--- src/rtl/cdb_arbiter_if.sv ---
// Result bus between the two producers (ALU, LSB) and the CDB arbiter.
// The producer side pushes results and watches its full flag; the arbiter
// side drives the registered tag/data broadcast seen by rs, LSB and ROB.
interface cdb_arbiter_if #(
    parameter int TAG_W  = 4,
    parameter int DATA_W = 32
);
    logic              alu_valid;
    logic [TAG_W-1:0]  alu_tag;
    logic [DATA_W-1:0] alu_data;
    logic              alu_full;
    logic              lsb_valid;
    logic [TAG_W-1:0]  lsb_tag;
    logic [DATA_W-1:0] lsb_data;
    logic              lsb_full;
    logic [TAG_W-1:0]  tag_renew;
    logic [DATA_W-1:0] data_renew;

    modport master (
        output alu_valid, alu_tag, alu_data,
        output lsb_valid, lsb_tag, lsb_data,
        input  alu_full, lsb_full, tag_renew, data_renew
    );

    modport slave (
        input  alu_valid, alu_tag, alu_data,
        input  lsb_valid, lsb_tag, lsb_data,
        output alu_full, lsb_full, tag_renew, data_renew
    );
endinterface

--- src/rtl/cdb_arbiter.sv ---
// Common-data-bus source for the Tomasulo core. Each result source (ALU,
// LSB) owns a small FIFO; a round-robin arbiter pops one entry per ready
// cycle into the registered tag_renew/data_renew broadcast (tag 0 = idle).
// Optional feature macro: CDB_BYPASS_EN -- a result arriving at an empty
// FIFO whose source wins arbitration goes straight to the broadcast register.
// Source index 0 is the ALU, index 1 is the LSB.
module cdb_arbiter #(
    parameter int TAG_W  = 4,
    parameter int DATA_W = 32,
    parameter int DEPTH  = 4
) (
    input  logic         clk,
    input  logic         rst,
    input  logic         rdy,
    input  logic         clear,
    cdb_arbiter_if.slave bus
);
    localparam int   PTR_W   = (DEPTH > 1) ? $clog2(DEPTH) : 1;
    localparam int   CNT_W   = $clog2(DEPTH + 1);
    localparam logic SRC_LSB = 1'b1;

    // FIFO storage: data only, never reset
    logic [TAG_W-1:0]  tag_mem_q  [2][DEPTH];
    logic [DATA_W-1:0] data_mem_q [2][DEPTH];

    logic [PTR_W-1:0]  wr_ptr_q [2];
    logic [PTR_W-1:0]  wr_ptr_d [2];
    logic [PTR_W-1:0]  rd_ptr_q [2];
    logic [PTR_W-1:0]  rd_ptr_d [2];
    logic [CNT_W-1:0]  cnt_q    [2];
    logic [CNT_W-1:0]  cnt_d    [2];
    logic              last_grant_q, last_grant_d;
    logic [TAG_W-1:0]  tag_renew_q, tag_renew_d;
    logic [DATA_W-1:0] data_renew_q, data_renew_d;

    logic [TAG_W-1:0]  src_tag  [2];
    logic [DATA_W-1:0] src_data [2];
    logic [1:0]        src_valid;
    logic [1:0]        full;
    logic [1:0]        nonempty;
    logic [1:0]        push_ok;
    logic [1:0]        cand;
    logic [1:0]        pop;
    logic [1:0]        wr;
    logic              any_cand;
    logic              grant;
    logic              bypass_hit;

    assign src_valid   = {bus.lsb_valid, bus.alu_valid};
    assign src_tag[0]  = bus.alu_tag;
    assign src_tag[1]  = bus.lsb_tag;
    assign src_data[0] = bus.alu_data;
    assign src_data[1] = bus.lsb_data;

    // Full is a pure function of the count; a same-cycle pop does not free a slot
    assign full     = {(cnt_q[1] == CNT_W'(DEPTH)), (cnt_q[0] == CNT_W'(DEPTH))};
    assign nonempty = {(cnt_q[1] != '0), (cnt_q[0] != '0)};
    assign push_ok  = src_valid & {(src_tag[1] != '0), (src_tag[0] != '0)} & ~full;

`ifdef CDB_BYPASS_EN
    // An empty FIFO with an incoming result competes as if it already held it
    assign cand = nonempty | push_ok;
`else
    assign cand = nonempty;
`endif

    assign bus.alu_full   = full[0];
    assign bus.lsb_full   = full[1];
    assign bus.tag_renew  = tag_renew_q;
    assign bus.data_renew = data_renew_q;

    // Round-robin grant: on a tie the source that did not win last time goes
    always_comb begin
        any_cand   = |cand;
        grant      = 1'b0;
        bypass_hit = 1'b0;
        pop        = 2'b00;
        wr         = push_ok;
        if (&cand) begin
            grant = ~last_grant_q;
        end else begin
            grant = cand[1];
        end
        if (any_cand) begin
            if (nonempty[grant]) begin
                pop[grant] = 1'b1;
            end else begin
                // Winner's FIFO is empty, so its input skips the FIFO entirely
                bypass_hit = 1'b1;
                wr[grant]  = 1'b0;
            end
        end
    end

    // Next-state for pointers, counts, grant history and the broadcast register
    always_comb begin
        for (int s = 0; s < 2; s++) begin
            wr_ptr_d[s] = wr_ptr_q[s];
            rd_ptr_d[s] = rd_ptr_q[s];
            cnt_d[s]    = cnt_q[s];
        end
        last_grant_d = last_grant_q;
        tag_renew_d  = tag_renew_q;
        data_renew_d = data_renew_q;
        if (rdy) begin
            if (clear) begin
                for (int s = 0; s < 2; s++) begin
                    wr_ptr_d[s] = '0;
                    rd_ptr_d[s] = '0;
                    cnt_d[s]    = '0;
                end
                last_grant_d = SRC_LSB;
                tag_renew_d  = '0;
                data_renew_d = '0;
            end else begin
                for (int s = 0; s < 2; s++) begin
                    if (wr[s]) begin
                        wr_ptr_d[s] = wr_ptr_q[s] + PTR_W'(1);
                    end
                    if (pop[s]) begin
                        rd_ptr_d[s] = rd_ptr_q[s] + PTR_W'(1);
                    end
                    cnt_d[s] = cnt_q[s] + CNT_W'(wr[s]) - CNT_W'(pop[s]);
                end
                if (any_cand) begin
                    last_grant_d = grant;
                    if (bypass_hit) begin
                        tag_renew_d  = src_tag[grant];
                        data_renew_d = src_data[grant];
                    end else begin
                        tag_renew_d  = tag_mem_q[grant][rd_ptr_q[grant]];
                        data_renew_d = data_mem_q[grant][rd_ptr_q[grant]];
                    end
                end else begin
                    tag_renew_d  = '0;
                    data_renew_d = '0;
                end
            end
        end
    end

    // Control and broadcast registers; asynchronous reset returns to idle
    always_ff @(posedge clk or negedge rst) begin
        if (!rst) begin
            for (int s = 0; s < 2; s++) begin
                wr_ptr_q[s] <= '0;
                rd_ptr_q[s] <= '0;
                cnt_q[s]    <= '0;
            end
            last_grant_q <= SRC_LSB;
            tag_renew_q  <= '0;
            data_renew_q <= '0;
        end else begin
            for (int s = 0; s < 2; s++) begin
                wr_ptr_q[s] <= wr_ptr_d[s];
                rd_ptr_q[s] <= rd_ptr_d[s];
                cnt_q[s]    <= cnt_d[s];
            end
            last_grant_q <= last_grant_d;
            tag_renew_q  <= tag_renew_d;
            data_renew_q <= data_renew_d;
        end
    end

    // FIFO writes; dropped while frozen or flushing
    always_ff @(posedge clk) begin
        if (rdy && !clear) begin
            for (int s = 0; s < 2; s++) begin
                if (wr[s]) begin
                    tag_mem_q[s][wr_ptr_q[s]]  <= src_tag[s];
                    data_mem_q[s][wr_ptr_q[s]] <= src_data[s];
                end
            end
        end
    end
endmodule
--- src/flat_wrapper.sv ---
// flat-port wrapper written by rule: the top's interface ports become plain ports
module cdb_arbiter_flat 
#(
    parameter int TAG_W  = 4,
    parameter int DATA_W = 32,
    parameter int DEPTH  = 4
)
  (clk, rst, rdy, clear, bus_alu_valid, bus_alu_tag, bus_alu_data, bus_lsb_valid, bus_lsb_tag, bus_lsb_data, bus_alu_full, bus_lsb_full, bus_tag_renew, bus_data_renew);
  cdb_arbiter_if #(.TAG_W(TAG_W), .DATA_W(DATA_W)) bus_i ();
  input  logic clk;
  input  logic rst;
  input  logic rdy;
  input  logic clear;
  input wire logic [$bits(bus_i.alu_valid)-1:0] bus_alu_valid;
  input wire logic [$bits(bus_i.alu_tag)-1:0] bus_alu_tag;
  input wire logic [$bits(bus_i.alu_data)-1:0] bus_alu_data;
  input wire logic [$bits(bus_i.lsb_valid)-1:0] bus_lsb_valid;
  input wire logic [$bits(bus_i.lsb_tag)-1:0] bus_lsb_tag;
  input wire logic [$bits(bus_i.lsb_data)-1:0] bus_lsb_data;
  output wire logic [$bits(bus_i.alu_full)-1:0] bus_alu_full;
  output wire logic [$bits(bus_i.lsb_full)-1:0] bus_lsb_full;
  output wire logic [$bits(bus_i.tag_renew)-1:0] bus_tag_renew;
  output wire logic [$bits(bus_i.data_renew)-1:0] bus_data_renew;
  assign bus_i.alu_valid = bus_alu_valid;
  assign bus_i.alu_tag = bus_alu_tag;
  assign bus_i.alu_data = bus_alu_data;
  assign bus_i.lsb_valid = bus_lsb_valid;
  assign bus_i.lsb_tag = bus_lsb_tag;
  assign bus_i.lsb_data = bus_lsb_data;
  assign bus_alu_full = bus_i.alu_full;
  assign bus_lsb_full = bus_i.lsb_full;
  assign bus_tag_renew = bus_i.tag_renew;
  assign bus_data_renew = bus_i.data_renew;
  cdb_arbiter #(.TAG_W(TAG_W), .DATA_W(DATA_W), .DEPTH(DEPTH)) u_core (.clk(clk), .rst(rst), .rdy(rdy), .clear(clear), .bus(bus_i));
endmodule
--- config.mk ---
export PLATFORM = sky130hd
export DESIGN_NAME = cdb_arbiter_flat
export DESIGN_NICKNAME = d
export VERILOG_FILES = /design/src/rtl/cdb_arbiter_if.sv /design/src/rtl/cdb_arbiter.sv /design/src/flat_wrapper.sv
export SDC_FILE = /design/constraint.sdc
export NUM_CORES = 1
export LEC_CHECK = 0
export BUFFER_PORTS_ARGS = -buffer_cell sky130_fd_sc_hd__buf_2
export CAP_MARGIN = 25
export CORE_MARGIN = 2
export CORE_UTILIZATION = 44
export DETAILED_ROUTE_END_ITERATION = 10
export PLACE_DENSITY_LB_ADDON = 0.15
export SKIP_LAST_GASP = 1
export SLEW_MARGIN = 25
export SYNTH_ARGS = -nofsm -noshare
export SYNTH_HDL_FRONTEND = slang
export SYNTH_SLANG_ARGS = --single-unit
--- constraint.sdc ---
create_clock -name clk -period 5.1 [get_ports clk]
set_clock_uncertainty 0.15 [all_clocks]
set_input_delay 0.255 -clock clk [delete_from_list [all_inputs] [get_ports clk]]
set_output_delay 0.255 -clock clk [all_outputs]
set_load 0.03 [all_outputs]
# Word-level counts from Yosys, hierarchy flattened
# Memory sizes are Yosys's and may differ from the RTL's.
# Index checks and enable logic that the tools add are counted.
# W data, S select, Z words.
classes:
  magnitude_cmp: 8
  eq_ne: 2
  reduce_logical: 21
  n_mux: 57
  n_addsub: 8
  bitwise_logic: 10
op_table:
  columns: ["cell", "count"]
  rows:
  - ["$mux W32", 10]
  - ["$mux W128", 2]
  - ["$demux W32 S2", 2]
  - ["$bmux W32 S2", 1]
  - ["$mux W4", 12]
  - ["$mux W16", 2]
  - ["$mux W2", 11]
  - ["$demux W4 S2", 2]
  - ["$mux W1", 12]
  - ["$reduce_and A2 Y1", 6]
  - ["$reduce_bool A2 Y1", 5]
  - ["$ge A3 B3 Y1 const B", 3]
  - ["$not A2 Y3", 3]
  - ["$add A2 B1 Y2 const B", 4]
  - ["$bmux W4 S2", 1]
  - ["$reduce_bool A4 Y1", 2]
  - ["$add A3 B1 Y3", 2]
  - ["$and A2 B2 Y2", 3]
  - ["$eq A3 B3 Y1 const B", 2]
  - ["$lt A3 B1 Y1 const B", 2]
  - ["$mux W6", 1]
  - ["$reduce_bool A3 Y1", 2]
  - ["$sub A3 B1 Y3", 2]
  - ["$logic_and A1 B1 Y1", 4]
  - ["other kinds (9)", 10]
word_totals:
  ram_bits: 288
  input_bits: 78
  reg_bits: 51
  out_inout_bits: 38
  wordCells: 117
  memories: 2
memory_table:
  columns: ["name", "depth", "width", "rd", "rd_clocked_by_memory_dff", "wr", "line", "source"]
  rows:
  - ["u_core.data_mem_q", 2, 128, 1, 0, 2, "cdb_arbiter.sv:24", "logic [DATA_W-1:0] data_mem_q [2][DEPTH];"]
  - ["u_core.tag_mem_q", 2, 16, 1, 0, 2, "cdb_arbiter.sv:23", "logic [TAG_W-1:0] tag_mem_q [2][DEPTH];"]

# Logic depth before layout (Yosys ltp)
# Gate-level depths: netlist of run 1.
logic_depth:
  word_depth: 14
  mapped_depth: 14
  mapped_depth_nobuf: 12

# Worst setup path after synthesis of run 1
# No wires, ideal clock.
synth_timing:
  kind: "register to register"
  start: "register u_core.cnt_q[1] (netlist bit)"
  end: "register u_core.cnt_q[2] (netlist bit)"
  t_arrival_ns: 2.572
  required_ns: 4.823
  slack_ns: 2.250
  setup_time_ns: 0.127
  stages_incl_launch_ff: 9
  synth_period_minus_slack_ns: 2.850
  path_buffers: 0
  cell_sequence: "dfrtp_1 nor3b_1 nor2_1 ha_1 fa_1 xnor2_1 o21ai_0 nand2_1 o21ai_0"
synth_between:
  elab_cells_between_ends: 23
  classes_between: "2 x add/sub; 2 x order compare; 1 x eq/ne; 10 x mux; 4 x bitwise; 4 x reduce/logical"
synth_lines:
  columns: ["element", "line", "source"]
  rows:
  - ["start, declared", "cdb_arbiter.sv:30", "logic [CNT_W-1:0] cnt_q [2];"]
  - ["start signal, assigned by index", "cdb_arbiter.sv:157", "cnt_q[s] <= cnt_d[s];"]
  - ["$eq A3 B3 Y1 *", "cdb_arbiter.sv:56", "assign full = {(cnt_q[1] == CNT_W'(DEPTH)), (cnt_q[0] == CNT_W'(DEPTH))};"]
  - ["named net bus_lsb_full", "flat_wrapper.sv:21", "output wire logic [$bits(bus_i.lsb_full)-1:0] bus_lsb_full;"]
  - ["$not A2 Y2 *", "cdb_arbiter.sv:58", "assign push_ok = src_valid & {(src_tag[1] != '0), (src_tag[0] != '0)} & ~full;"]
  - ["$and A2 B2 Y2 *", "cdb_arbiter.sv:58", null]
  - ["$and A2 B2 Y2 (no source line)", null, null]
  - ["$mux W2", "cdb_arbiter.sv:85", "if (nonempty[grant]) begin"]
  - ["$mux W2 *", "cdb_arbiter.sv:84", "if (any_cand) begin"]
  - ["$add A3 B1 Y3 *", "cdb_arbiter.sv:123", "cnt_d[s] = cnt_q[s] + CNT_W'(wr[s]) - CNT_W'(pop[s]);"]
  - ["$sub A3 B1 Y3 *", "cdb_arbiter.sv:123", null]
  - ["$mux W6 *", "cdb_arbiter.sv:106", "if (clear) begin"]
# Mark *: on every way through the listed nets, which the timed path passes. The rest lies on a longest branch. The select of a mux whose other input is x is not followed.
# A chain may end at the register's enable or synchronous reset.

# Final worst setup path of run 1
layout_timing:
  start: "register u_core.cnt_q[1] (netlist bit)"
  end: "register u_core.cnt_q[2] (netlist bit)"
layout_between:
  elab_chain_len: 14
  elab_cells_between_ends: 23
  classes_between: "2 x add/sub; 2 x order compare; 1 x eq/ne; 10 x mux; 4 x bitwise; 4 x reduce/logical"
layout_lines:
  columns: ["element", "line", "source"]
  rows:
  - ["$reduce_bool A3 Y1", "cdb_arbiter.sv:57", "assign nonempty = {(cnt_q[1] != '0), (cnt_q[0] != '0)};"]
  - ["$reduce_and A2 Y1", "cdb_arbiter.sv:79", "if (&cand) begin"]
  - ["$mux W1", "cdb_arbiter.sv:79", null]
  - ["$lt A1 B2 Y1 (not written as such) / $ge A1 B1 Y1 (equally long branches)", "cdb_arbiter.sv:86, cdb_arbiter.sv:90", null]
  - ["$logic_and A1 B1 Y1 (not written as such)", "cdb_arbiter.sv:86, cdb_arbiter.sv:90", null]
  - ["$mux W1 (not written as such)", "cdb_arbiter.sv:86, cdb_arbiter.sv:90", null]
  - ["$demux W1 S1", null, null]
  - ["$not A2 Y2 (no source line)", null, null]
  - ["$and A2 B2 Y2 (no source line)", null, null]
  - ["$mux W2", "cdb_arbiter.sv:85", null]
  - ["$mux W2", "cdb_arbiter.sv:84", null]
  - ["$add A3 B1 Y3", "cdb_arbiter.sv:123", null]
  - ["$sub A3 B1 Y3 *", "cdb_arbiter.sv:123", null]
  - ["$mux W6 *", "cdb_arbiter.sv:106", null]
# Mark *: on every way between the ends. The rest lies on a longest branch, timed or not. The select of a mux whose other input is x is not followed.

==> flow_metrics.tcl, run 1 <==
set metrics [dict create \
    run_status "finished clean" \
    yosys_warnings 0 \
    maxSlewViolCount 0 \
    synth_area_um2 13900 \
    grt_pass1_vias 7725 \
    diodes 0 \
    globalplace.congestion 0.785 \
    synthCells 920 \
    place_hpwl_um 20500 \
    relSlewSlack_pct 35.1 \
    stdcell_count 1519 \
    rsz0062_at_grt "no" \
    die_h_um 182 \
    synth-seq-cells 339 \
    clockBufferDepth 3 \
    min_period_ns 4.13 \
    total_power_mw 8.85 \
    cp-start-kind "flop" \
    maxCapViolations 0 \
    crit_arrival_ns 4.36 \
    die_area_um2 33100 \
    ios 116 \
    worst_pin_slew_ns 0.971 \
    start_util_pct 44.4 \
    totalWireLength_um 32000 \
    drive_above_1_share_pct 17.5 \
    synthArstFlopShare_pct 15.0 \
    cts_made_buffers 36 \
    drt_iter0_markers 678 \
    num_vias 8227 \
    core_area_um2 31400 \
    cts_sinks 339 \
    cts_tree "done" \
    cts_root_buffer "clkbuf_16" \
    ant_nets 0 \
    crit_type "flop to flop" \
    hold_class "input pin to flop" \
    hold_viol 0 \
    end_kind "flop" \
    cp_max_fo 48 \
    drtPass1Iterations 5 \
    grt_pass1_wl_um 48200 \
    ys_seq_area_share_pct 71.2 \
    antenna_found_initial 1 \
    die_x_um 182 \
    synth_top_area_cell "edfxtp_1" \
    cp_cell_sequence "nor3_2 -> or2_4 -> clkinv_2 -> ha_1 -> inv_1 -> ha_1 -> fa_1 -> xnor2_1 -> o21ai_0 -> nand2_1 -> o21ai_0" \
    synthFlopType "edfxtp_1" \
    ys_types 47 \
    crit_slowest_cell "nor3_2" \
    critPathMaxStageDelay_ns 0.64 \
    syn_to_final_growth_pct 19.5 \
    synth_fp_nets 1012 \
    rows 65 \
    clock_latency_ns 0.51 \
    viasPerCell 5.42 \
    final_nets 1183 \
    fmax_mhz 242 \
    grt_max_degree 62 \
    dp_cells 1381 \
    wl_per_cell_um 21.1 \
    ir_worst_vdd_mv 0.280 \
    synth_area_leaders "edfxtp_1 (62%), dfrtp_1 (9.0%), mux2i_1 (8.8%), a21oi_1 (2.5%), a2111oi_0 (2.1%)" \
    grt_overflow 0 \
    cts_setup_buffers 0 \
    power_leakage_nw 5.96 \
    numPortBuffers 115 \
    post-route-drc-count 0 \
    fillerInstances 2648 \
    avgSynthCellArea_um2 15.2 \
    grt_usage_pct 19.2 \
    synth_top_area_share_pct 62.0 \
    clkTransAtPathRegs_ns 0.06 \
    setup_violations 0 \
    p_per_area_nw_per_um2 531 \
    htreeDepth 2 \
    cp.required_ns 5.34 \
    whs_ns 0.205 \
    fin_crit_sh_pct 80.9 \
    setup_tns_ns 0 \
    synth_edf_count 288 \
]
path summary, 6_finish.rpt:
| kind | slack [ns] | from | endpoint | cells past startpoint |
|---|---|---|---|---|
| setup / recovery | 0.97 | u_core.cnt_q[1] | u_core.cnt_q[2] | 11 |
| hold / removal | 0.21 | bus_alu_valid | u_core.wr_ptr_q[2] | 4 |
| setup reg to reg | 0.97 | u_core.cnt_q[1] | u_core.cnt_q[2] | 11 |
| hold reg to reg | 0.38 | u_core.bus.data_renew[10] | u_core.bus.data_renew[10] | 2 |
| max in group asynchronous | 4.00 | rst | u_core.rd_ptr_q[3] | 3 |
| min in group asynchronous | 0.26 | rst | u_core.bus.data_renew[25] | 3 |
state kept, by name, indices dropped and copies added (netlist names):
signal and cells:
u_core.rd_ptr_q 4, u_core.wr_ptr_q 4, u_core.bus.tag_renew 4, u_core.data_mem_q 256, u_core.bus.data_renew 32, u_core.cnt_q 6, u_core.tag_mem_q 32, u_core.last_grant_q 1
kinds of logic (layout without fill, tap and decap cells):
group           Yosys count  count (layout)  share of synthesized area, %
compound gates          215             215                          10.3
xor+xnor                  2               2                         0.126
mux                     128             128                          9.56
simple gates            105             105                          3.62
fa+ha+maj                14              14                          1.36
buf+inv                 117             314                          3.80
flops                   339             339                          71.2
power breakdown:
part	switching, mW	internal, mW	total (mW)
registers	0.310	3.29	3.59
clock network	1.01	1.52	2.53
logic	1.75	0.972	2.73
per-layer routing:
metal / GRT usage [%] / share of wire [%] / vias up
li1: - / - / 3875
met1: 32.0 / 51 / 4060
met2: 25.9 / 41 / 246
met3: 3.23 / 5.9 / 46
met4: 4.55 / 1.9 / 0
met5: 0 / 0 / -
layout make-up:
| cell class | count | area [um2] | area share (%) |
|---|---|---|---|
| sequential | 339 | 9940 | 59.6 |
| tap | 402 | 503 | 3.02 |
| clock inverter | 22 | 195 | 1.17 |
| timing repair buffer | 198 | 1380 | 8.31 |
| clock buffer | 42 | 945 | 5.67 |
| multi-input combinational | 464 | 3500 | 21.0 |
| inverter | 52 | 196 | 1.18 |
cell usage in the layout, fill, tap and decap left out, types with 3 or more instances in the layout:
cell type,n
ha_1,12
dfrtp_1,46
a21oi_1,71
a2111oi_0,34
clkinv_2,7
mux4_2,4
o41ai_1,3
inv_1,48
o22a_1,9
nand3_1,3
a22oi_1,25
o21ai_0,9
o22ai_1,39
edfxtp_1,288
dlygate4sd3_1,74
clkbuf_16,37
nand2_1,58
a211oi_1,18
and3_2,8
buf_4,9
bufinv_16,4
clkinv_1,14
buf_2,115
nor2b_1,23
clkbuf_1,5
nor2_1,4
mux2i_1,123
critical path, delay by kind of cell, from the launching register on:
kind	cells	cell delay, ns
buf+inv	2	0.60
flops	1	0.45
compound gates	2	0.17
simple gates	3	1.34
xor+xnor	1	0.20
fa+ha+maj	3	1.07
per-stage QoR:
step | setup slack [ns] | utilization, % | instance area (um2)
2_1_floorplan | 2.25 | - | 13900
3_3_place_gp | 1.13 | 47.1 | 14800
3_5_place_dp | 1.07 | 47.1 | 14800
4_1_cts | 1.04 | 53.1 | 16700
5_1_grt | 0.682 | 53.1 | 16700
6_report | 0.974 | 53.1 | 16700
synthesized netlist by cell type, types with 2 or more instances:
cell and count:
nor4_1 2, edfxtp_1 288, nor3b_1 2, nand3_1 3, clkbuf_2 2, a311o_1 2, o21ai_0 9, o22ai_1 39
a211oi_1 18, a2111oi_0 34, buf_4 6, a21oi_1 71, buf_6 5, fa_1 2, inv_1 48, o41ai_1 3
buf_2 18, nor2_1 4, a22oi_1 25, o22a_1 9, ha_1 12, clkbuf_1 32, nor2b_1 23, dfrtp_1 50
clkinv_1 2, and3_1 8, nand2_1 58, mux2i_1 123, mux4_2 4
repair_timing:
item | CTS | global route
resized for setup | 0 | 0
hold buffers | 74 | 0
hold endpoints to repair | 341 | 0
No activity file was read; power rests on OpenSTA's default activity.
==> inputs of run 2 (changes only) <==
==> constraint.sdc (replaced) <==
create_clock -name clk -period 3.5 [get_ports clk]
set_clock_uncertainty 0.15 [all_clocks]
set_input_delay 0.175 -clock clk [delete_from_list [all_inputs] [get_ports clk]]
set_output_delay 0.175 -clock clk [all_outputs]
set_load 0.03 [all_outputs]
==> run 2 against run 1 <==
Sequential share of layout area shrank 0.99 points. Non-clock buffer count grew 22. Register-to-register slack lost 0.30 ns. First-iteration DRC count shrank 7.4%. Largest power group unchanged. Utilization grew 0.90 points. Combinational power grew 53%. Total power grew 48%.
==> flow_metrics.tcl, run 2 (synthesis gave the netlist of run 1 again) <==
set metrics [dict create \
    stdcell_area_um2 16900 \
    cts_sinks 339 \
    crit_type "flop to flop" \
    dpl-instance-area_um2 15000 \
    syn_to_final_growth_pct 21.5 \
    rr_startpoint "u_core.last_grant_q" \
    hold_class "input pin to flop" \
    rrSetupSlack_ns 0.67 \
    rows 65 \
    hold_buffers 76 \
    fin_ws_ns 0.672 \
    diodes 0 \
    fmax_mhz 354 \
    run_status "finished clean" \
    antenna_found_initial 0 \
    num_vias 8370 \
    drive_above_1_share_pct 19.4 \
    start_util_pct 44.4 \
    die_h_um 182 \
    cts_root_buffer "clkbuf_16" \
    grt_overflow 0 \
    rr_worst_depth 11 \
    cts_made_buffers 36 \
    cp.required_ns 3.73 \
    drtPass1Iterations 5 \
    grt_pass1_wl_um 49800 \
    r2r-end "u_core.cnt_q[2]" \
    cp_max_fo 37 \
    setup_tns_ns 0 \
    ios 116 \
    ant_nets 0 \
    clockBufferDepth 3 \
    fin_crit_sh_pct 80.8 \
    setup_violations 0 \
    cts_setup_buffers 0 \
    crit_arrival_ns 3.06 \
    most-common-layout-cells "edfxtp_1 (288), mux2i_1 (123), buf_2 (115), dlygate4sd3_1 (76), a21oi_1 (71)" \
    htreeDepth 2 \
    final_nets 1205 \
    die_area_um2 33100 \
    grt_usage_pct 19.9 \
    crit_path_start "u_core.last_grant_q" \
    hold_viol 0 \
    globalplace.congestion 0.808 \
    place_hpwl_um 21200 \
    viasPerCell 5.43 \
    largest_reg_flops 256 \
    die_x_um 182 \
    cp-endpoint "u_core.cnt_q[2]" \
    totalWireLength_um 32500 \
    place_ws_ns 0.712 \
    cts_tree "done" \
    whs_ns 0.106 \
    finish.utilization_pct 54.0 \
    p_per_area_nw_per_um2 774 \
    maxSlewViolCount 0 \
    cp-start-kind "flop" \
    drt_iter0_markers 628 \
    clock_latency_ns 0.51 \
    clkTransAtPathRegs_ns 0.06 \
    worst_pin_slew_ns 0.867 \
    relSlewSlack_pct 42.2 \
    cts.repair.resized 0 \
    final_common_cell "edfxtp_1" \
    post-route-drc-count 0 \
    power_leakage_nw 6.10 \
    min_path_cells 4 \
    min_period_ns 2.83 \
    grt_max_degree 58 \
    grt_pass1_vias 8091 \
    ir_worst_vdd_mv 0.449 \
    numPortBuffers 115 \
    maxCapViolations 0 \
    wl_per_cell_um 21.1 \
    core_area_um2 31400 \
    rsz0062_at_grt "no" \
    end_kind "flop" \
]
## run 2: metrics by stage
stage / power (mW) / cells
floorplan: 8.18 / 920
global placement: 9.30 / 1401
detailed placement: 9.36 / 1401
CTS: 13.2 / 1542
global route: 13.8 / 1542
finish: 13.1 / 1542
## run 2: area by class of cell
class                   instances  area (um2)
inverters                      52         196
repair buffers                220        1630
clock buffers                  46        1000
multi-input cells             464        3500
well taps                     402         503
fillers                      2649       14500
flip-flops and latches        339        9940
clock inverters                19         176
## run 2: worst max-delay path: stages, from the launching register on
cell and delay, ns:
dfstp_2 0.55, o31a_4 0.36, or2_4 0.19, clkinv_2 0.05, ha_1 0.27, inv_1 0.04
ha_1 0.21, fa_1 0.41, xnor2_1 0.20, o21ai_0 0.09, nand2_1 0.09, o21ai_0 0.08
## run 2: report_power, final
| group | switching, mW | leakage (nW) | internal, mW |
|---|---|---|---|
| Clock | 1.50 | 0.569 | 2.24 |
| Combinational | 2.63 | 2.26 | 1.54 |
| Sequential | 0.408 | 3.27 | 4.78 |
## run 2: routing by layer
| layer | share of wire, % | vias up | GRT usage, % |
|---|---|---|---|
| met5 | 0 | - | 0 |
| met4 | 2.0 | 0 | 5.23 |
| met3 | 6.2 | 47 | 3.45 |
| met2 | 41 | 269 | 26.5 |
| met1 | 51 | 4122 | 33.0 |
| li1 | - | 3932 | - |
## run 2: how the worst min path moves through the flow
stage	slack, ns	from	endpoint
floorplan	-0.27	rst	u_core.bus.data_renew[0]
global placement	0.13	rst	u_core.bus.data_renew[25]
detailed placement	0.12	rst	u_core.bus.data_renew[25]
CTS	0.10	bus_alu_valid	u_core.wr_ptr_q[2]
global route	0.12	bus_alu_valid	u_core.wr_ptr_q[2]
finish	0.11	bus_alu_valid	u_core.wr_ptr_q[2]
